`src/rtl/tk1_spi_target_if.sv`:
```
// tk1_spi_target_if: SPI pins plus byte-level tx/rx/status handshake of the SPI target.
interface tk1_spi_target_if;
    logic       spi_ss;
    logic       spi_sck;
    logic       spi_mosi;
    logic       spi_miso;
    logic       spi_miso_oe;
    logic [7:0] tx_data;
    logic       tx_data_vld;
    logic       tx_ready;
    logic [7:0] rx_data;
    logic       rx_data_vld;
    logic       rx_ack;
    logic       selected;
    logic       rx_overrun;
    logic       tx_underrun;
    logic       status_clr;

    modport slave (
        input  spi_ss, spi_sck, spi_mosi, tx_data, tx_data_vld, rx_ack, status_clr,
        output spi_miso, spi_miso_oe, tx_ready, rx_data, rx_data_vld, selected,
               rx_overrun, tx_underrun
    );

    modport master (
        output spi_ss, spi_sck, spi_mosi, tx_data, tx_data_vld, rx_ack, status_clr,
        input  spi_miso, spi_miso_oe, tx_ready, rx_data, rx_data_vld, selected,
               rx_overrun, tx_underrun
    );
endinterface

```
`src/rtl/tk1_spi_target.sv`:
```
// tk1_spi_target: SPI mode 0 target, oversampled in clk, with one-deep tx buffer,
// held rx register and sticky overrun/underrun flags.
module tk1_spi_target #(
    parameter int         SYNC_STAGES = 2,
    parameter logic [7:0] IDLE_BYTE   = 8'hff
) (
    input logic               clk,
    input logic               reset_n,
    tk1_spi_target_if.slave   bus
);
    typedef enum logic [2:0] {IDLE, LOAD, SHIFT, BYTE_DONE, WAIT_FALL} state_t;

    state_t                 state_q, state_d;
    logic [SYNC_STAGES-1:0] ss_q, sck_q, mosi_q;
    logic                   sck_prev_q;
    logic [2:0]             bit_ctr_q, bit_ctr_d;
    logic [7:0]             shift_rx_q, shift_rx_d, shift_tx_q, shift_tx_d;
    logic [7:0]             txbuf_q, txbuf_d, rx_data_q, rx_data_d;
    logic                   txbuf_full_q, txbuf_full_d, rx_vld_q, rx_vld_d;
    logic                   ovr_q, ovr_d, udr_q, udr_d;

    logic ss_s, sck_s, mosi_s, sck_rise, sck_fall, active, load, store, wr, shift_rise;

    always_ff @(posedge clk or negedge reset_n)
        if (!reset_n) begin
            ss_q       <= '1;
            sck_q      <= '0;
            mosi_q     <= '0;
            sck_prev_q <= 1'b0;
        end else begin
            ss_q       <= {ss_q[SYNC_STAGES-2:0], bus.spi_ss};
            sck_q      <= {sck_q[SYNC_STAGES-2:0], bus.spi_sck};
            mosi_q     <= {mosi_q[SYNC_STAGES-2:0], bus.spi_mosi};
            sck_prev_q <= sck_q[SYNC_STAGES-1];
        end

    assign ss_s       = ss_q[SYNC_STAGES-1];
    assign sck_s      = sck_q[SYNC_STAGES-1];
    assign mosi_s     = mosi_q[SYNC_STAGES-1];
    assign sck_rise   = sck_s & ~sck_prev_q;
    assign sck_fall   = ~sck_s & sck_prev_q;
    assign active     = (state_q != IDLE) && !ss_s;
    // a byte boundary reload happens on entry (LOAD) and on the fall that ends each byte
    assign load       = active && (state_q == LOAD || (state_q == WAIT_FALL && sck_fall));
    assign store      = active && state_q == BYTE_DONE && (!rx_vld_q || bus.rx_ack);
    assign wr         = bus.tx_data_vld && !txbuf_full_q;
    assign shift_rise = active && state_q == SHIFT && sck_rise;

    always_ff @(posedge clk or negedge reset_n)
        if (!reset_n) state_q <= IDLE;
        else          state_q <= state_d;

    always_comb begin
        state_d = state_q;
        if (state_q != IDLE && ss_s) state_d = IDLE;
        else
            case (state_q)
                IDLE:      state_d = ss_s ? IDLE : LOAD;
                LOAD:      state_d = SHIFT;
                SHIFT:     state_d = (sck_rise && bit_ctr_q == 3'd7) ? BYTE_DONE : SHIFT;
                BYTE_DONE: state_d = WAIT_FALL;
                WAIT_FALL: state_d = sck_fall ? SHIFT : WAIT_FALL;
                default:   state_d = IDLE;
            endcase
    end

    always_comb begin
        bus.spi_miso_oe = state_q != IDLE;
        bus.spi_miso    = (state_q != IDLE) & shift_tx_q[7];
    end

    always_comb begin
        bit_ctr_d    = (!active || load) ? 3'd0 : shift_rise ? bit_ctr_q + 3'd1 : bit_ctr_q;
        shift_rx_d   = shift_rise ? {shift_rx_q[6:0], mosi_s} : shift_rx_q;
        shift_tx_d   = load ? (txbuf_full_q ? txbuf_q : IDLE_BYTE) :
                       (active && state_q == SHIFT && sck_fall && bit_ctr_q != 3'd0) ?
                       {shift_tx_q[6:0], 1'b0} : shift_tx_q;
        txbuf_d      = wr ? bus.tx_data : txbuf_q;
        txbuf_full_d = wr || (txbuf_full_q && !load);
        rx_data_d    = store ? shift_rx_q : rx_data_q;
        rx_vld_d     = store || (rx_vld_q && !bus.rx_ack);
        ovr_d        = !bus.status_clr &&
                       (ovr_q || (active && state_q == BYTE_DONE && rx_vld_q && !bus.rx_ack));
        udr_d        = !bus.status_clr && (udr_q || (load && !txbuf_full_q));
    end

    always_ff @(posedge clk or negedge reset_n)
        if (!reset_n) begin
            bit_ctr_q    <= '0;
            shift_rx_q   <= '0;
            shift_tx_q   <= '0;
            txbuf_q      <= '0;
            txbuf_full_q <= 1'b0;
            rx_data_q    <= '0;
            rx_vld_q     <= 1'b0;
            ovr_q        <= 1'b0;
            udr_q        <= 1'b0;
        end else begin
            bit_ctr_q    <= bit_ctr_d;
            shift_rx_q   <= shift_rx_d;
            shift_tx_q   <= shift_tx_d;
            txbuf_q      <= txbuf_d;
            txbuf_full_q <= txbuf_full_d;
            rx_data_q    <= rx_data_d;
            rx_vld_q     <= rx_vld_d;
            ovr_q        <= ovr_d;
            udr_q        <= udr_d;
        end

    assign bus.tx_ready    = ~txbuf_full_q;
    assign bus.rx_data     = rx_data_q;
    assign bus.rx_data_vld = rx_vld_q;
    assign bus.selected    = ~ss_s;
    assign bus.rx_overrun  = ovr_q;
    assign bus.tx_underrun = udr_q;
endmodule
```
`src/flat_wrapper.sv`:
```
// flat-port wrapper written by rule: the top's interface ports become plain ports
module tk1_spi_target_flat 
#(
    parameter int         SYNC_STAGES = 2,
    parameter logic [7:0] IDLE_BYTE   = 8'hff
)
  (clk, reset_n, bus_spi_ss, bus_spi_sck, bus_spi_mosi, bus_tx_data, bus_tx_data_vld, bus_rx_ack, bus_status_clr, bus_spi_miso, bus_spi_miso_oe, bus_tx_ready, bus_rx_data, bus_rx_data_vld, bus_selected, bus_rx_overrun, bus_tx_underrun);
  tk1_spi_target_if bus_i ();
  input logic clk;
  input logic reset_n;
  input wire logic [$bits(bus_i.spi_ss)-1:0] bus_spi_ss;
  input wire logic [$bits(bus_i.spi_sck)-1:0] bus_spi_sck;
  input wire logic [$bits(bus_i.spi_mosi)-1:0] bus_spi_mosi;
  input wire logic [$bits(bus_i.tx_data)-1:0] bus_tx_data;
  input wire logic [$bits(bus_i.tx_data_vld)-1:0] bus_tx_data_vld;
  input wire logic [$bits(bus_i.rx_ack)-1:0] bus_rx_ack;
  input wire logic [$bits(bus_i.status_clr)-1:0] bus_status_clr;
  output wire logic [$bits(bus_i.spi_miso)-1:0] bus_spi_miso;
  output wire logic [$bits(bus_i.spi_miso_oe)-1:0] bus_spi_miso_oe;
  output wire logic [$bits(bus_i.tx_ready)-1:0] bus_tx_ready;
  output wire logic [$bits(bus_i.rx_data)-1:0] bus_rx_data;
  output wire logic [$bits(bus_i.rx_data_vld)-1:0] bus_rx_data_vld;
  output wire logic [$bits(bus_i.selected)-1:0] bus_selected;
  output wire logic [$bits(bus_i.rx_overrun)-1:0] bus_rx_overrun;
  output wire logic [$bits(bus_i.tx_underrun)-1:0] bus_tx_underrun;
  assign bus_i.spi_ss = bus_spi_ss;
  assign bus_i.spi_sck = bus_spi_sck;
  assign bus_i.spi_mosi = bus_spi_mosi;
  assign bus_i.tx_data = bus_tx_data;
  assign bus_i.tx_data_vld = bus_tx_data_vld;
  assign bus_i.rx_ack = bus_rx_ack;
  assign bus_i.status_clr = bus_status_clr;
  assign bus_spi_miso = bus_i.spi_miso;
  assign bus_spi_miso_oe = bus_i.spi_miso_oe;
  assign bus_tx_ready = bus_i.tx_ready;
  assign bus_rx_data = bus_i.rx_data;
  assign bus_rx_data_vld = bus_i.rx_data_vld;
  assign bus_selected = bus_i.selected;
  assign bus_rx_overrun = bus_i.rx_overrun;
  assign bus_tx_underrun = bus_i.tx_underrun;
  tk1_spi_target #(.SYNC_STAGES(SYNC_STAGES), .IDLE_BYTE(IDLE_BYTE)) u_core (.clk(clk), .reset_n(reset_n), .bus(bus_i));
endmodule
```
`config.mk`:
```
export PLATFORM = sky130hd
export DESIGN_NAME = tk1_spi_target_flat
export DESIGN_NICKNAME = d
export VERILOG_FILES = /design/src/rtl/tk1_spi_target_if.sv /design/src/rtl/tk1_spi_target.sv /design/src/flat_wrapper.sv
export SDC_FILE = /design/constraint.sdc
export NUM_CORES = 1
export LEC_CHECK = 0
export ABC_AREA = 1
export BUFFER_PORTS_ARGS = -buffer_cell sky130_fd_sc_hd__buf_2
export CAP_MARGIN = 5
export CORE_MARGIN = 8
export CORE_UTILIZATION = 49
export DETAILED_ROUTE_END_ITERATION = 10
export PLACE_DENSITY = 0.76
export SETUP_SLACK_MARGIN = 0.4
export SYNTH_ARGS = -nofsm -noshare
export SYNTH_HDL_FRONTEND = slang
export SYNTH_SLANG_ARGS = --single-unit
```
`constraint.sdc`:
```
create_clock -name clk -period 1.49 [get_ports clk]
set_input_delay 0.0745 -clock clk [delete_from_list [all_inputs] [get_ports clk]]
set_output_delay 0.0745 -clock clk [all_outputs]
set_load 0.03 [all_outputs]
```
Yosys cells after proc, flatten, opt, wreduce, memory -nomap -nowiden --
Index checks and enable logic that the tools add are counted. W data, S select, Z words.
Storage, ports and cells: register bits 49, bits of input ports 16, output and inout bits 15
Operators by class: eq/ne operators 5, mux-type cells 10, add/sub/neg operators 1, bitwise gates (word level) 7, reductions and logical operators 38
Operator list (number):
- $mux W8 | 3
- $logic_and A1 B1 Y1 | 19
- $pmux W3 S5 | 1
- $mux W3 | 4
- $logic_not A1 Y1 | 7
- $logic_or A1 B1 Y1 | 7
- $eq A3 B2 Y1 const B | 2
- $eq A3 B3 Y1 const B | 2
- $reduce_bool A3 Y1 | 2
- $not A1 Y1 | 4
- $reduce_bool A2 Y1 | 2
- $add A3 B1 Y3 const B | 1
- $and A1 B1 Y1 | 3
- $eq A3 B1 Y1 const B | 1
- $logic_not A3 Y1 | 1
- $mux W1 | 2

Longest topological paths before layout --
depth in word-level cells 8, depth in mapped cells 10, mapped depth without buffers 10

Worst setup path before layout --
OpenSTA, ideal clock, no wires.
path type reg2reg, start register u_core.state_q[0], end register u_core.shift_tx_q[4], path slack 0.122 ns, clock period less this slack 1.368 ns, setup time 0.117 ns, arrival time 1.251 ns, data required time 1.373 ns, stages on the path, launching flop included 10, buffers on the path 1, path through dfrtp_1 -> nor2_2 -> nand2_2 -> nand2_4 -> inv_2 -> nand2_4 -> buf_6 -> nand2_2 -> nand3_1 -> nand2_1
On the way: word-level cells in the longest chain between the ends 6
Ends and longest elaborated chain:
- start, declared | RTL line tk1_spi_target.sv:13 | state_t state_q, state_d;
- start signal, assigned | RTL line tk1_spi_target.sv:51 | else state_q <= state_d;
- $reduce_bool A3 Y1 *
- named net bus_spi_miso_oe | RTL line flat_wrapper.sv:19 | output wire logic [$bits(bus_i.spi_miso_oe)-1:0] bus_spi_miso_oe;
- $logic_and A1 B1 Y1 * | RTL line tk1_spi_target.sv:42 | assign active = (state_q != IDLE) && !ss_s;
- $logic_and A1 B1 Y1 (3 in series) | RTL line tk1_spi_target.sv:76 | (active && state_q == SHIFT && sck_fall && bit_ctr_q != 3'd0) ?
- $reduce_bool A2 Y1 (no line)
- end signal, assigned | RTL line tk1_spi_target.sv:101 | shift_tx_q <= shift_tx_d;
- end, declared | RTL line tk1_spi_target.sv:17 | logic [7:0] shift_rx_q, shift_rx_d, shift_tx_q, shift_tx_d;
The timed path passes the listed nets; every way through them passes the cells marked *. A chain may end at the register's enable or synchronous reset.

Worst setup path in the final report --
start register u_core.state_q[1], end output port bus_spi_miso
On the way: word-level cells in the longest chain between the ends 2
Ends and longest elaborated chain:
- $reduce_bool A3 Y1 | RTL line tk1_spi_target.sv:69 | bus.spi_miso = (state_q != IDLE) & shift_tx_q[7];
- $and A1 B1 Y1 | RTL line tk1_spi_target.sv:69
- end, declared | RTL line flat_wrapper.sv:18 | output wire logic [$bits(bus_i.spi_miso)-1:0] bus_spi_miso;
No other way between the ends.

==> impl_metrics.tcl <==
set metrics [dict create \
    synth_compound_area_frac 0.0885 \
    layout-drive-gt1-share 0.393 \
    ys_types 26 \
    multiInputGateArea_sq_um 926 \
    p_leak_nw 1.45 \
    routabilityCongestion 0.774 \
    ys_ff_latch 49 \
    vias_per_cell 5.11 \
    synth_simple_gate_area_frac 0.219 \
    synthTopCellsByArea "dfrtp_1, nand2_1, nand3_1, inv_1, o21ai_1" \
    diodes 0 \
    drt-total-wl_um 4800 \
    min_path_type "in2reg" \
    fp.dieArea_sq_um 6730 \
    wire_per_inst_um 14.0 \
    synthXorXnorAreaFrac 0 \
    syn_nets 243 \
    syn_avg_cell_area_sq_um 9.53 \
    cts_tree "done" \
    peakVddDrop_uv 922 \
    fill_cells 313 \
    clock_latency_ns 0.30 \
    clockBufferDepth 2 \
    post-route-period-util 0.901 \
    antenna_left 0 \
    placed_area_sq_um 2390 \
    maxSlewViolCount 0 \
    grt_usage 0.147 \
    setup_violations 0 \
    required_ns 1.42 \
    setup_tns_ns 0 \
    cp-start-kind "flip-flop" \
    fin_nets 308 \
    drt_iter0_drc 98 \
    final_cell_mix "dfrtp_1, nand2_1, inv_1" \
    r2r_setup_slack_ns 0.16 \
    root_buffer "clkbuf_8" \
    final_common_cell "dfrtp_1" \
    synth_top_area_frac 0.551 \
    clock_sinks 49 \
    synth_area_sq_um 2140 \
    cap_violations 0 \
    fmax_ghz 0.745 \
    worstPathArrival_ns 1.27 \
    antenna_found_initial 0 \
    stdcell_area_sq_um 2950 \
    p_per_area_nw_per_um2 1640 \
    vias 1746 \
    area_growth_syn_to_layout_pct 38.2 \
    final.min_clock_period_ns 1.34 \
    synth_mux_area_frac 0.0211 \
    grt_overflow 0 \
    grt_pass1_wl_um 7690 \
    regArea_sq_um 1230 \
    max-slew-margin-rel 0.716 \
    cts_max_level 2 \
    die_y_um 82.0 \
    synth_top_family_by_area "simple AND/OR/NAND/NOR gates" \
    grt_pass1_vias 1703 \
    skew_ns 0.00587 \
    io_pins 31 \
    die_w_um 82.0 \
    cp_max_fo 4 \
    grt_start_max_net_pins 32 \
    yosysTopAreaCell "dfrtp_1" \
    worstMarginPinSlew_ns 0.426 \
    path_class "reg2out" \
    core-area_sq_um 4260 \
    rows 24 \
    yosysWarningCount 0 \
    cts.clk_slew.worst_paths_ns 0.09 \
    yosys.area_share.adder 0.0176 \
    outcome "finished clean" \
    ys_seq_area_frac 0.575 \
    numCtsBuffers 5 \
    end_kind "primary output" \
    rsz0062_at_grt "true" \
    portBuffers 30 \
    netlist_instances 224 \
    initial_core_util 0.501 \
    finalHoldViolCount 0 \
    dpl.hpwl_um 2810 \
    drc_errors 0 \
    utilization 0.692 \
    dr.pass1.iters 4 \
]
## area by class of cell
cell class | instances | share of cell area
sequential | 49 | 0.418
inverter | 34 | 0.0466
clock buffer | 7 | 0.0292
tap | 52 | 0.0220
multi-input combinational | 137 | 0.314
clock inverter | 1 | 0.0102
timing repair buffer | 62 | 0.161
## state kept, by name, indices dropped and copies added, names as in the netlist
name                    flops
u_core.bit_ctr_q            3
u_core.bus.rx_data          8
u_core.bus.rx_data_vld      1
u_core.bus.rx_overrun       1
u_core.bus.tx_underrun      1
u_core.mosi_q               2
u_core.sck_prev_q           1
u_core.sck_q                2
u_core.shift_rx_q           8
u_core.shift_tx_q           8
u_core.ss_q                 2
u_core.state_q              3
u_core.txbuf_full_q         1
u_core.txbuf_q              8
## cell usage after synthesis
master and n:
nand2_2 3, inv_2 4, a211oi_1 1, ha_1 3, a21oi_2 1, o21ai_1 17, dfstp_2 2, nand2_4 3
nand3_1 23, nor2_2 2, buf_2 4, nand3_2 5, a21oi_1 7, a21oi_4 1, buf_6 1, mux2_2 4
o21ai_0 4, o21ai_2 1, inv_1 29, buf_4 1, nor2_1 16, nand2_1 41, o211ai_1 1, inv_4 1
dfrtp_1 47, nor2_4 2
## where the power goes
| group | switching (W) | leakage (nW) | internal (W) |
|---|---|---|---|
| logic | 0.00113 | 0.777 | 0.000856 |
| clock network | 0.000424 | 0.0585 | 0.000547 |
| registers | 0.000212 | 0.614 | 0.00168 |
## cell families after synthesis
logic type	after synthesis
AO/OA/AOI/OAI	33
multiplexers	4
flip-flops	49
AND/OR/NAND/NOR	95
adder cells (fa/ha/maj)	3
buffers and inverters	40
## worst max-delay path, cell delays in order (launching register included)
cell and delay [ns]:
dfrtp_2 0.45, nor2_4 0.18, nand2_4 0.10, inv_2 0.07
nor2_2 0.03, buf_6 0.13
## routing by layer
layer  vias to the layer above  GRT usage  share of wire
met5                         -          0              0
met4                         0     0.0614          0.016
met3                         8     0.0372          0.045
met2                        40      0.235           0.51
met1                       856      0.186           0.43
li1                        842          -              -
## metrics by stage
step	worst slack [ns]	cells	hold WS, ns	total power [W]
detailed placement	0.118	303	0.0333	0.00325
floorplan	0.208	224	-0.221	0.00294
finish	0.147	342	0.00932	0.00485
global placement	0.156	303	0.0256	0.00321
CTS	0.147	329	0.00194	0.00450
global route	0.0924	342	0.00392	0.00514
## final timing paths
kind,start,endpoint,cells after the start
worst max-delay path,u_core.state_q[1],bus_spi_miso,5
worst min-delay path,bus_tx_data[6],u_core.txbuf_q[6],2
worst max register to register,u_core.state_q[1],u_core.shift_tx_q[6],6
worst min register to register,u_core.mosi_q[0],u_core.mosi_q[1],0
max in group asynchronous,reset_n,u_core.state_q[0],3
min in group asynchronous,reset_n,u_core.txbuf_q[6],2
## what timing repair did
item	in CTS	in global routing
endpoints found under the hold margin	21	2
buffers inserted	12	9
pin swaps	10	7
resized for setup	26	16
hold buffers	5	2
gates cloned	1	2
endpoints found under the setup margin	38	41
No activity file was read; power rests on OpenSTA's default activity.
